==> src/rtl/chess_play_ctrl_p_if.sv <==
// rtl/chess_play_ctrl_p_if.sv - cursor/keypad inputs and board/status outputs of chess_play_ctrl_p
interface chess_play_ctrl_p_if #(
   parameter int BOARD_N    = 8,
   parameter int COORD_W    = 4,
   parameter int HIST_DEPTH = 16
);
   localparam int HC_W = $clog2(HIST_DEPTH) + 1;

   logic [COORD_W-1:0]            cursor_x;
   logic [COORD_W-1:0]            cursor_y;
   logic                          is_pressed;
   logic [12*BOARD_N*BOARD_N-1:0] board_data;
   logic [1:0]                    state;
   logic [1:0]                    game_over;
   logic                          turn;
   logic [2:0]                    sound_code;
   logic                          play_sound;
   logic [15:0]                   move_count;
   logic [HC_W-1:0]               hist_count;

   modport master (
      output cursor_x, cursor_y, is_pressed,
      input  board_data, state, game_over, turn, sound_code, play_sound, move_count, hist_count
   );

   modport slave (
      input  cursor_x, cursor_y, is_pressed,
      output board_data, state, game_over, turn, sound_code, play_sound, move_count, hist_count
   );
endinterface

==> src/rtl/chess_play_ctrl_p.sv <==
// rtl/chess_play_ctrl_p.sv - N x N board-game controller with select/move, promotion, history undo, resign and restart
module chess_play_ctrl_p #(
   parameter int                   BOARD_N    = 8,
   parameter int                   COORD_W    = 4,
   parameter int                   HIST_DEPTH = 16,
   parameter logic [3*BOARD_N-1:0] BACK_RANK  = 24'hB194E5
) (
   input  logic               clk,
   input  logic               rstn,
   chess_play_ctrl_p_if.slave bus
);
   localparam int CELLS = BOARD_N * BOARD_N;
   localparam int IDX_W = $clog2(CELLS);
   localparam int PTR_W = $clog2(HIST_DEPTH);
   localparam int HC_W  = PTR_W + 1;
   localparam logic [COORD_W-1:0] N_C  = COORD_W'(BOARD_N);
   localparam logic [HC_W-1:0]    HD_C = HC_W'(HIST_DEPTH);

   typedef enum logic [1:0] {ST_PLAY = 2'b01, ST_SETTLE = 2'b10} state_t;
   typedef logic [7:0] board_t [CELLS];
   typedef struct packed {
      logic               side;
      logic [COORD_W-1:0] sx, sy, dx, dy;
      logic [7:0]         moved, capt;
   } hist_t;

   function automatic logic [IDX_W-1:0] cell_idx(input logic [COORD_W-1:0] x, input logic [COORD_W-1:0] y);
      int i;
      i = int'(y) * BOARD_N + int'(x);
      return IDX_W'(i);
   endfunction

   function automatic board_t init_board();
      board_t b;
      for (int k = 0; k < CELLS; k++) b[k] = '0;
      for (int c = 0; c < BOARD_N; c++) begin
         b[c]                         = {5'b00010, BACK_RANK[3*c +: 3]};
         b[BOARD_N + c]               = 8'h16;
         b[(BOARD_N-2)*BOARD_N + c]   = 8'h1E;
         b[(BOARD_N-1)*BOARD_N + c]   = {5'b00011, BACK_RANK[3*c +: 3]};
      end
      return b;
   endfunction

   state_t             state_q, state_d;
   logic [1:0]         game_over_q, game_over_d;
   logic               turn_q, turn_d, play_sound_q, play_sound_d;
   logic               has_sel_q, has_sel_d, prev_pressed_q, prev_pressed_d, armed_q, armed_d;
   logic [2:0]         sound_code_q, sound_code_d;
   logic [15:0]        move_count_q, move_count_d;
   logic [HC_W-1:0]    hist_count_q, hist_count_d;
   logic [PTR_W-1:0]   wr_ptr_q, wr_ptr_d, top_ptr;
   logic [COORD_W-1:0] sel_x_q, sel_x_d, sel_y_q, sel_y_d;
   board_t             board_q, board_d;
   hist_t              hist_mem [HIST_DEPTH];
   hist_t              top, push_e;
   logic               hist_we, press, own, promo;
   logic [IDX_W-1:0]   cur_idx, sel_idx, src_idx, dst_idx;
   logic [7:0]         cur, moved, landed;

   // armed_q blocks a key that was already held when reset released from firing.
   assign press   = bus.is_pressed & ~prev_pressed_q & armed_q;
   assign top_ptr = wr_ptr_q - PTR_W'(1);
   assign top     = hist_mem[top_ptr];
   assign src_idx = cell_idx(top.sx, top.sy);
   assign dst_idx = cell_idx(top.dx, top.dy);
   assign cur_idx = cell_idx(bus.cursor_x, bus.cursor_y);
   assign sel_idx = cell_idx(sel_x_q, sel_y_q);
   assign cur     = board_q[cur_idx];
   assign moved   = board_q[sel_idx];
   assign own     = cur[4] && (cur[3] == turn_q);
   assign promo   = (moved[2:0] == 3'd6) && (bus.cursor_y == (turn_q ? COORD_W'(0) : N_C - COORD_W'(1)));
   assign landed  = promo ? {moved[7:3], 3'd2} : moved;

   always_comb begin
      state_d        = state_q;
      game_over_d    = game_over_q;
      turn_d         = turn_q;
      sound_code_d   = sound_code_q;
      play_sound_d   = 1'b0;
      move_count_d   = move_count_q;
      hist_count_d   = hist_count_q;
      wr_ptr_d       = wr_ptr_q;
      has_sel_d      = has_sel_q;
      sel_x_d        = sel_x_q;
      sel_y_d        = sel_y_q;
      board_d        = board_q;
      prev_pressed_d = bus.is_pressed;
      armed_d        = armed_q | ~bus.is_pressed;
      hist_we        = 1'b0;
      push_e         = '{side: turn_q, sx: sel_x_q, sy: sel_y_q, dx: bus.cursor_x, dy: bus.cursor_y,
                         moved: moved, capt: cur};
      if (press) begin
         play_sound_d = 1'b1;
         sound_code_d = 3'd4;
         if (bus.cursor_x < N_C && bus.cursor_y < N_C) begin
            if (state_q == ST_PLAY) begin
               if (has_sel_q && bus.cursor_x == sel_x_q && bus.cursor_y == sel_y_q) begin
                  has_sel_d    = 1'b0;
                  play_sound_d = 1'b0;
                  sound_code_d = sound_code_q;
               end else if (own) begin
                  has_sel_d    = 1'b1;
                  sel_x_d      = bus.cursor_x;
                  sel_y_d      = bus.cursor_y;
                  sound_code_d = 3'd1;
               end else if (has_sel_q) begin
                  board_d[sel_idx] = '0;
                  board_d[cur_idx] = landed;
                  hist_we          = 1'b1;
                  wr_ptr_d         = wr_ptr_q + PTR_W'(1);
                  if (hist_count_q != HD_C) hist_count_d = hist_count_q + HC_W'(1);
                  if (move_count_q != 16'hFFFF) move_count_d = move_count_q + 16'd1;
                  turn_d    = ~turn_q;
                  has_sel_d = 1'b0;
                  if (cur[4] && cur[2:0] == 3'd1) begin
                     game_over_d  = turn_q ? 2'b01 : 2'b10;
                     state_d      = ST_SETTLE;
                     sound_code_d = 3'd5;
                  end else begin
                     sound_code_d = cur[4] ? 3'd3 : 3'd2;
                  end
               end
            end
         end else if (bus.cursor_y == N_C) begin
            case (bus.cursor_x)
               COORD_W'(0): if (hist_count_q != '0) begin
                  board_d[src_idx] = top.moved;
                  board_d[dst_idx] = top.capt;
                  turn_d           = top.side;
                  wr_ptr_d         = top_ptr;
                  hist_count_d     = hist_count_q - HC_W'(1);
                  move_count_d     = move_count_q - 16'd1;
                  has_sel_d        = 1'b0;
                  game_over_d      = 2'b00;
                  state_d          = ST_PLAY;
                  sound_code_d     = 3'd6;
               end
               COORD_W'(1): if (state_q == ST_PLAY) begin
                  game_over_d  = turn_q ? 2'b10 : 2'b01;
                  state_d      = ST_SETTLE;
                  has_sel_d    = 1'b0;
                  sound_code_d = 3'd5;
               end
               COORD_W'(2): begin
                  board_d      = init_board();
                  hist_count_d = '0;
                  wr_ptr_d     = '0;
                  move_count_d = '0;
                  game_over_d  = 2'b00;
                  has_sel_d    = 1'b0;
                  sel_x_d      = '0;
                  sel_y_d      = '0;
                  turn_d       = 1'b0;
                  state_d      = ST_PLAY;
                  sound_code_d = 3'd7;
               end
               default: ;
            endcase
         end
      end
   end

   always_ff @(posedge clk or negedge rstn) begin
      if (!rstn) begin
         state_q        <= ST_PLAY;
         game_over_q    <= 2'b00;
         turn_q         <= 1'b0;
         sound_code_q   <= 3'd0;
         play_sound_q   <= 1'b0;
         move_count_q   <= '0;
         hist_count_q   <= '0;
         wr_ptr_q       <= '0;
         has_sel_q      <= 1'b0;
         sel_x_q        <= '0;
         sel_y_q        <= '0;
         prev_pressed_q <= 1'b0;
         armed_q        <= 1'b0;
         board_q        <= init_board();
      end else begin
         state_q        <= state_d;
         game_over_q    <= game_over_d;
         turn_q         <= turn_d;
         sound_code_q   <= sound_code_d;
         play_sound_q   <= play_sound_d;
         move_count_q   <= move_count_d;
         hist_count_q   <= hist_count_d;
         wr_ptr_q       <= wr_ptr_d;
         has_sel_q      <= has_sel_d;
         sel_x_q        <= sel_x_d;
         sel_y_q        <= sel_y_d;
         prev_pressed_q <= prev_pressed_d;
         armed_q        <= armed_d;
         board_q        <= board_d;
      end
   end

   always_ff @(posedge clk) begin
      if (hist_we) hist_mem[wr_ptr_q] <= push_e;
   end

   assign bus.state      = state_q;
   assign bus.game_over  = game_over_q;
   assign bus.turn       = turn_q;
   assign bus.sound_code = sound_code_q;
   assign bus.play_sound = play_sound_q;
   assign bus.move_count = move_count_q;
   assign bus.hist_count = hist_count_q;

   always_comb begin
      bus.board_data = '0;
      for (int k = 0; k < CELLS; k++) begin
         bus.board_data[12*k +: 12] = {1'b0,
            (hist_count_q != '0) && (IDX_W'(k) == src_idx || IDX_W'(k) == dst_idx),
            has_sel_q, has_sel_q && (IDX_W'(k) == sel_idx), board_q[k]};
      end
   end
endmodule

==> src/flat_wrapper.sv <==
// flat-port wrapper written by rule: the top's interface ports become plain ports
module chess_play_ctrl_p_flat 
#(
   parameter int                   BOARD_N    = 8,
   parameter int                   COORD_W    = 4,
   parameter int                   HIST_DEPTH = 16,
   parameter logic [3*BOARD_N-1:0] BACK_RANK  = 24'hB194E5
)
  (clk, rstn, bus_cursor_x, bus_cursor_y, bus_is_pressed, bus_board_data, bus_state, bus_game_over, bus_turn, bus_sound_code, bus_play_sound, bus_move_count, bus_hist_count);
  chess_play_ctrl_p_if #(.BOARD_N(BOARD_N), .COORD_W(COORD_W), .HIST_DEPTH(HIST_DEPTH)) bus_i ();
  input  logic clk;
  input  logic rstn;
  input wire logic [$bits(bus_i.cursor_x)-1:0] bus_cursor_x;
  input wire logic [$bits(bus_i.cursor_y)-1:0] bus_cursor_y;
  input wire logic [$bits(bus_i.is_pressed)-1:0] bus_is_pressed;
  output wire logic [$bits(bus_i.board_data)-1:0] bus_board_data;
  output wire logic [$bits(bus_i.state)-1:0] bus_state;
  output wire logic [$bits(bus_i.game_over)-1:0] bus_game_over;
  output wire logic [$bits(bus_i.turn)-1:0] bus_turn;
  output wire logic [$bits(bus_i.sound_code)-1:0] bus_sound_code;
  output wire logic [$bits(bus_i.play_sound)-1:0] bus_play_sound;
  output wire logic [$bits(bus_i.move_count)-1:0] bus_move_count;
  output wire logic [$bits(bus_i.hist_count)-1:0] bus_hist_count;
  assign bus_i.cursor_x = bus_cursor_x;
  assign bus_i.cursor_y = bus_cursor_y;
  assign bus_i.is_pressed = bus_is_pressed;
  assign bus_board_data = bus_i.board_data;
  assign bus_state = bus_i.state;
  assign bus_game_over = bus_i.game_over;
  assign bus_turn = bus_i.turn;
  assign bus_sound_code = bus_i.sound_code;
  assign bus_play_sound = bus_i.play_sound;
  assign bus_move_count = bus_i.move_count;
  assign bus_hist_count = bus_i.hist_count;
  chess_play_ctrl_p #(.BOARD_N(BOARD_N), .COORD_W(COORD_W), .HIST_DEPTH(HIST_DEPTH), .BACK_RANK(BACK_RANK)) u_core (.clk(clk), .rstn(rstn), .bus(bus_i));
endmodule
==> config.mk <==
export PLATFORM = sky130hd
export DESIGN_NAME = chess_play_ctrl_p_flat
export DESIGN_NICKNAME = d
export VERILOG_FILES = /design/src/rtl/chess_play_ctrl_p_if.sv /design/src/rtl/chess_play_ctrl_p.sv /design/src/flat_wrapper.sv
export SDC_FILE = /design/constraint.sdc
export NUM_CORES = 2
export LEC_CHECK = 0
export BUFFER_PORTS_ARGS = -buffer_cell sky130_fd_sc_hd__buf_2
export CAP_MARGIN = 25
export CELL_PAD_IN_SITES_DETAIL_PLACEMENT = 0
export CELL_PAD_IN_SITES_GLOBAL_PLACEMENT = 1
export CORE_MARGIN = 2
export CORE_UTILIZATION = 25
export CTS_CLUSTER_SIZE = 16
export DETAILED_ROUTE_END_ITERATION = 8
export GPL_TIMING_DRIVEN = 1
export PLACE_DENSITY_LB_ADDON = 0.1
export SYNTH_ARGS = -nofsm -noshare
export SYNTH_HDL_FRONTEND = slang
export SYNTH_SLANG_ARGS = --single-unit
==> constraint.sdc <==
create_clock -name clk -period 16 [get_ports clk]
set_clock_uncertainty 0.2 [all_clocks]
set_input_delay 2.4 -clock clk [delete_from_list [all_inputs] [get_ports clk]]
set_output_delay 2.4 -clock clk [all_outputs]
set_load 0.01 [all_outputs]
==> impl_metrics.json <==
{
  "dpl.cell_count": 10227,
  "via_count": 67166,
  "synth-main-ff-cell": "sky130_fd_sc_hd__edfxtp_1",
  "setup_total_negative_slack_ps": 0,
  "buffer_ports.inserted": 744,
  "core_mm2": 0.271,
  "clockBufferDepth": 3,
  "design.final.nets": 6835,
  "yosys.area_share.simple_pct": 12.1,
  "post_drt_wl_per_cell_um": 44.2,
  "vias_per_cell": 6.38,
  "timing.critical_path.arrival_ps": 7900,
  "synth.most_common_cell": "sky130_fd_sc_hd__edfxtp_1",
  "finalHoldViolCount": 0,
  "power.switching_fraction_pct": 36.4,
  "async_reset_ff_share_pct": 52.9,
  "synth_top_family_by_area": "compound AO/OA/AOI/OAI gates",
  "cts_num_sinks": 1053,
  "postCtsResizedCells": 0,
  "grt_setup_unrepaired": "no",
  "synth_common_cells": "sky130_fd_sc_hd__edfxtp_1 (496), sky130_fd_sc_hd__nor2_1 (494), sky130_fd_sc_hd__dfrtp_1 (452)",
  "area_growth_syn_to_layout_pct": 18.4,
  "worst-setup-path-type": "flip-flop to output port",
  "grt_pass1_vias": 62629,
  "number_of_placement_rows": 191,
  "powerDensity_mw_per_mm2": 100,
  "worst_ep_required_time_ps": 13400,
  "cts_max_level": 4,
  "non_filler_instances": 10528,
  "synth_xor_xnor_area_share_pct": 0.278,
  "grt_start_max_net_pins": 163,
  "wire_length_of_the_first_global_routing_pass_um": 611000,
  "critical_path_peak_fanout": 46,
  "yosys.area.top_type": "sky130_fd_sc_hd__edfxtp_1",
  "post_synth_num_cell_types": 92,
  "reg2reg_from": "u_core.wr_ptr_q[0]",
  "cts_setup_buffers": 0,
  "route.antenna.remaining_nets": 0,
  "leakage_nw": 30.2,
  "peakVddDrop_v": 0.000122,
  "drt_iter0_drc": 10150,
  "finalMaxSlewViolations": 0,
  "wirelength_um": 465000,
  "comb_power_share_pct": 22.6,
  "syn_std_cell_area_mm2": 0.0679,
  "sequential_cell_area_mm2": 0.0290,
  "final.fill_count": 28156,
  "synthMuxAreaShare_pct": 18.7,
  "synth.top_cells.by_area": "sky130_fd_sc_hd__edfxtp_1 (22%), sky130_fd_sc_hd__dfrtp_1 (17%), sky130_fd_sc_hd__mux4_2 (13%)",
  "seqPwrFrac_pct": 36.0,
  "hold_path.startpoint": "u_core.armed_q",
  "start_util_pct": 25.1,
  "synthesis.instances": 6383,
  "yosysWarningCount": 0,
  "finalSetupViolCount": 0,
  "ff2ff_path_depth": 17,
  "critical_path.startpoint": "u_core.wr_ptr_q[0]",
  "maxCapViolCount": 0,
  "complex_gate_fraction_of_the_synthesized_area_pct": 20.0,
  "synth.top_cell.area_share_pct": 21.9,
  "i_o_pin_count": 809,
  "post_route_cells_drive_above_1_share_pct": 29.8,
  "critical_path.startpoint_type": "flip-flop",
  "hold_path_depth": 1,
  "ctsRootBufferMaster": "sky130_fd_sc_hd__clkbuf_16",
  "router_iterations_before_antenna_repair": 6,
  "die-area_mm2": 0.276,
  "yosys_reg_bits": 1053,
  "grt_remaining_overflow": 0,
  "chipHeight_um": 525,
  "setup.reg_to_reg.worst_slack_ps": 7670,
  "finalCritPeriodShare_pct": 65.7,
  "status": "complete, no violations",
  "max_freq_mhz": 95.2,
  "power.switching_mw": 2.94,
  "critPathCaptureType": "output port",
  "finalWeightedCongestion": 0.931,
  "cts_hold_repair.buffers": 0,
  "globalRouteTotalUtil_pct": 32.4,
  "drc_errors": 0,
  "synth-edff-count": 496,
  "hp-class": "flip-flop to flip-flop",
  "tritoncts_clock_tree": "done",
  "timing.final.crit_period_ps": 10500,
  "fin_util_pct": 29.7,
  "clock_insertion_delay_worst_skew_ps": 870,
  "ys_seq_area_share_pct": 42.6,
  "dp_hpwl_um": 324000,
  "r2r-end": "u_core.bus.board_data[721]",
  "internal_power_mw": 5.13,
  "multi_input_comb_area_mm2": 0.0358,
  "synth_fa_ha_area_share_pct": 0.295,
  "worstHoldEndpoint": "u_core.armed_q",
  "chipWidth_um": 525,
  "slew-limit-headroom_pct": 11.0,
  "mean_syn_cell_area_um2": 10.6,
  "worst_margin_pin_slew_ps": 1340,
  "grt_antenna_before_repair": 60,
  "clkPwrFrac_pct": 41.4,
  "clk_pin_slew_ps": 60,
  "tritoncts.num_buffers": 142
}
-- metrics by stage --
stage	setup slack (ps)	instance area, um^2	power, mW	hold WS (ps)
2_1_floorplan	6850	68200	3.81	235
3_3_place_gp	6150	75100	4.69	251
3_5_place_dp	6380	75400	4.71	260
4_1_cts	5440	80200	8.04	275
5_1_grt	5270	80300	8.21	324
6_report	5500	80400	8.07	277
-- how the worst max path moves through the flow --
stage                     endpoint  slack (ps)
2_1_floorplan  bus_board_data[406]        6850
3_5_place_dp   bus_board_data[190]        6380
6_report       bus_board_data[190]        5500
3_3_place_gp   bus_board_data[322]        6150
5_1_grt        bus_board_data[190]        5270
4_1_cts        bus_board_data[190]        5440
-- flip-flops by register name, indices dropped and copies added (netlist names) --
name / cells
u_core.bus.board_data: 512
u_core.hist_mem: 496
u_core.bus.move_count: 16
u_core.bus.hist_count: 5
u_core.sel_x_q: 4
u_core.sel_y_q: 4
u_core.wr_ptr_q: 4
u_core.bus.sound_code: 3
u_core.bus.game_over: 2
u_core.bus.state: 2
u_core.armed_q: 1
u_core.bus.play_sound: 1
u_core.bus.turn: 1
u_core.has_sel_q: 1
u_core.prev_pressed_q: 1
-- logic make-up after synthesis --
kind of cell | Yosys count
adder cells (fa/ha/maj) | 16
other | 1
AO/OA/AOI/OAI | 1960
multiplexers | 744
AND/OR/NAND/NOR | 1741
buffers and inverters | 849
XOR/XNOR | 19
flip-flops | 1053
-- routing by layer --
metal / share of wire, % / global-route usage [%]
met2: 42 / 47.1
met1: 41 / 42.6
met5: 0.035 / 0
met4: 7.5 / 21.1
met3: 9.6 / 8.32
-- cell usage in the layout (no fill, tap or decap), types with 28 or more instances in the layout --
master	instances
sky130_fd_sc_hd__a21oi_1	359
sky130_fd_sc_hd__edfxtp_1	496
sky130_fd_sc_hd__o211ai_1	51
sky130_fd_sc_hd__a211oi_1	86
sky130_fd_sc_hd__mux2i_1	171
sky130_fd_sc_hd__o221ai_1	61
sky130_fd_sc_hd__buf_2	740
sky130_fd_sc_hd__o31ai_1	153
sky130_fd_sc_hd__nor3_1	138
sky130_fd_sc_hd__nand3_1	292
sky130_fd_sc_hd__clkinv_2	28
sky130_fd_sc_hd__dfstp_2	105
sky130_fd_sc_hd__a31oi_1	177
sky130_fd_sc_hd__a311oi_1	75
sky130_fd_sc_hd__a32o_1	97
sky130_fd_sc_hd__mux2_2	154
sky130_fd_sc_hd__a221oi_1	50
sky130_fd_sc_hd__nor2_1	481
sky130_fd_sc_hd__nand2_1	397
sky130_fd_sc_hd__a22o_1	35
sky130_fd_sc_hd__dfrtp_1	447
sky130_fd_sc_hd__clkbuf_16	143
sky130_fd_sc_hd__buf_4	252
sky130_fd_sc_hd__o2bb2ai_1	126
sky130_fd_sc_hd__a22oi_1	146
sky130_fd_sc_hd__o21ai_0	205
sky130_fd_sc_hd__conb_1	64
sky130_fd_sc_hd__mux4_2	402
sky130_fd_sc_hd__and3_1	141
sky130_fd_sc_hd__inv_1	42
sky130_fd_sc_hd__or3_1	36
sky130_fd_sc_hd__diode_2	31
sky130_fd_sc_hd__o22ai_1	230
-- layout make-up --
cell class | instances | area share [%]
Sequential cell | 1053 | 36.0
Inverter | 47 | 0.219
Tap cell | 3570 | 5.55
Multi-Input combinational cell | 4544 | 44.5
Antenna cell | 31 | 0.0965
Clock inverter | 74 | 1.05
Timing Repair Buffer | 1020 | 7.63
Clock buffer | 189 | 4.91
-- power groups by stage --
stage | Sequential (mW) | Clock [mW] | Combinational, mW
detailed placement | 2.96 | 0 | 1.75
finish | 2.91 | 3.34 | 1.83
floorplan | 2.93 | 0 | 0.877
global placement | 2.96 | 0 | 1.73
CTS | 2.91 | 3.39 | 1.75
global route | 2.90 | 3.48 | 1.83
-- worst max-delay path: stages (launching register included) --
cell and delay [ps]:
sky130_fd_sc_hd__dfrtp_4 910, sky130_fd_sc_hd__inv_1 240, sky130_fd_sc_hd__ha_4 570, sky130_fd_sc_hd__buf_4 570, sky130_fd_sc_hd__buf_4 710, sky130_fd_sc_hd__mux4_2 420
sky130_fd_sc_hd__mux4_2 510, sky130_fd_sc_hd__ha_1 550, sky130_fd_sc_hd__nor2b_4 560, sky130_fd_sc_hd__buf_4 430, sky130_fd_sc_hd__and2_1 500, sky130_fd_sc_hd__nand2_1 230
sky130_fd_sc_hd__a21oi_1 500, sky130_fd_sc_hd__buf_2 240
No activity file was read; power rests on OpenSTA's default activity.
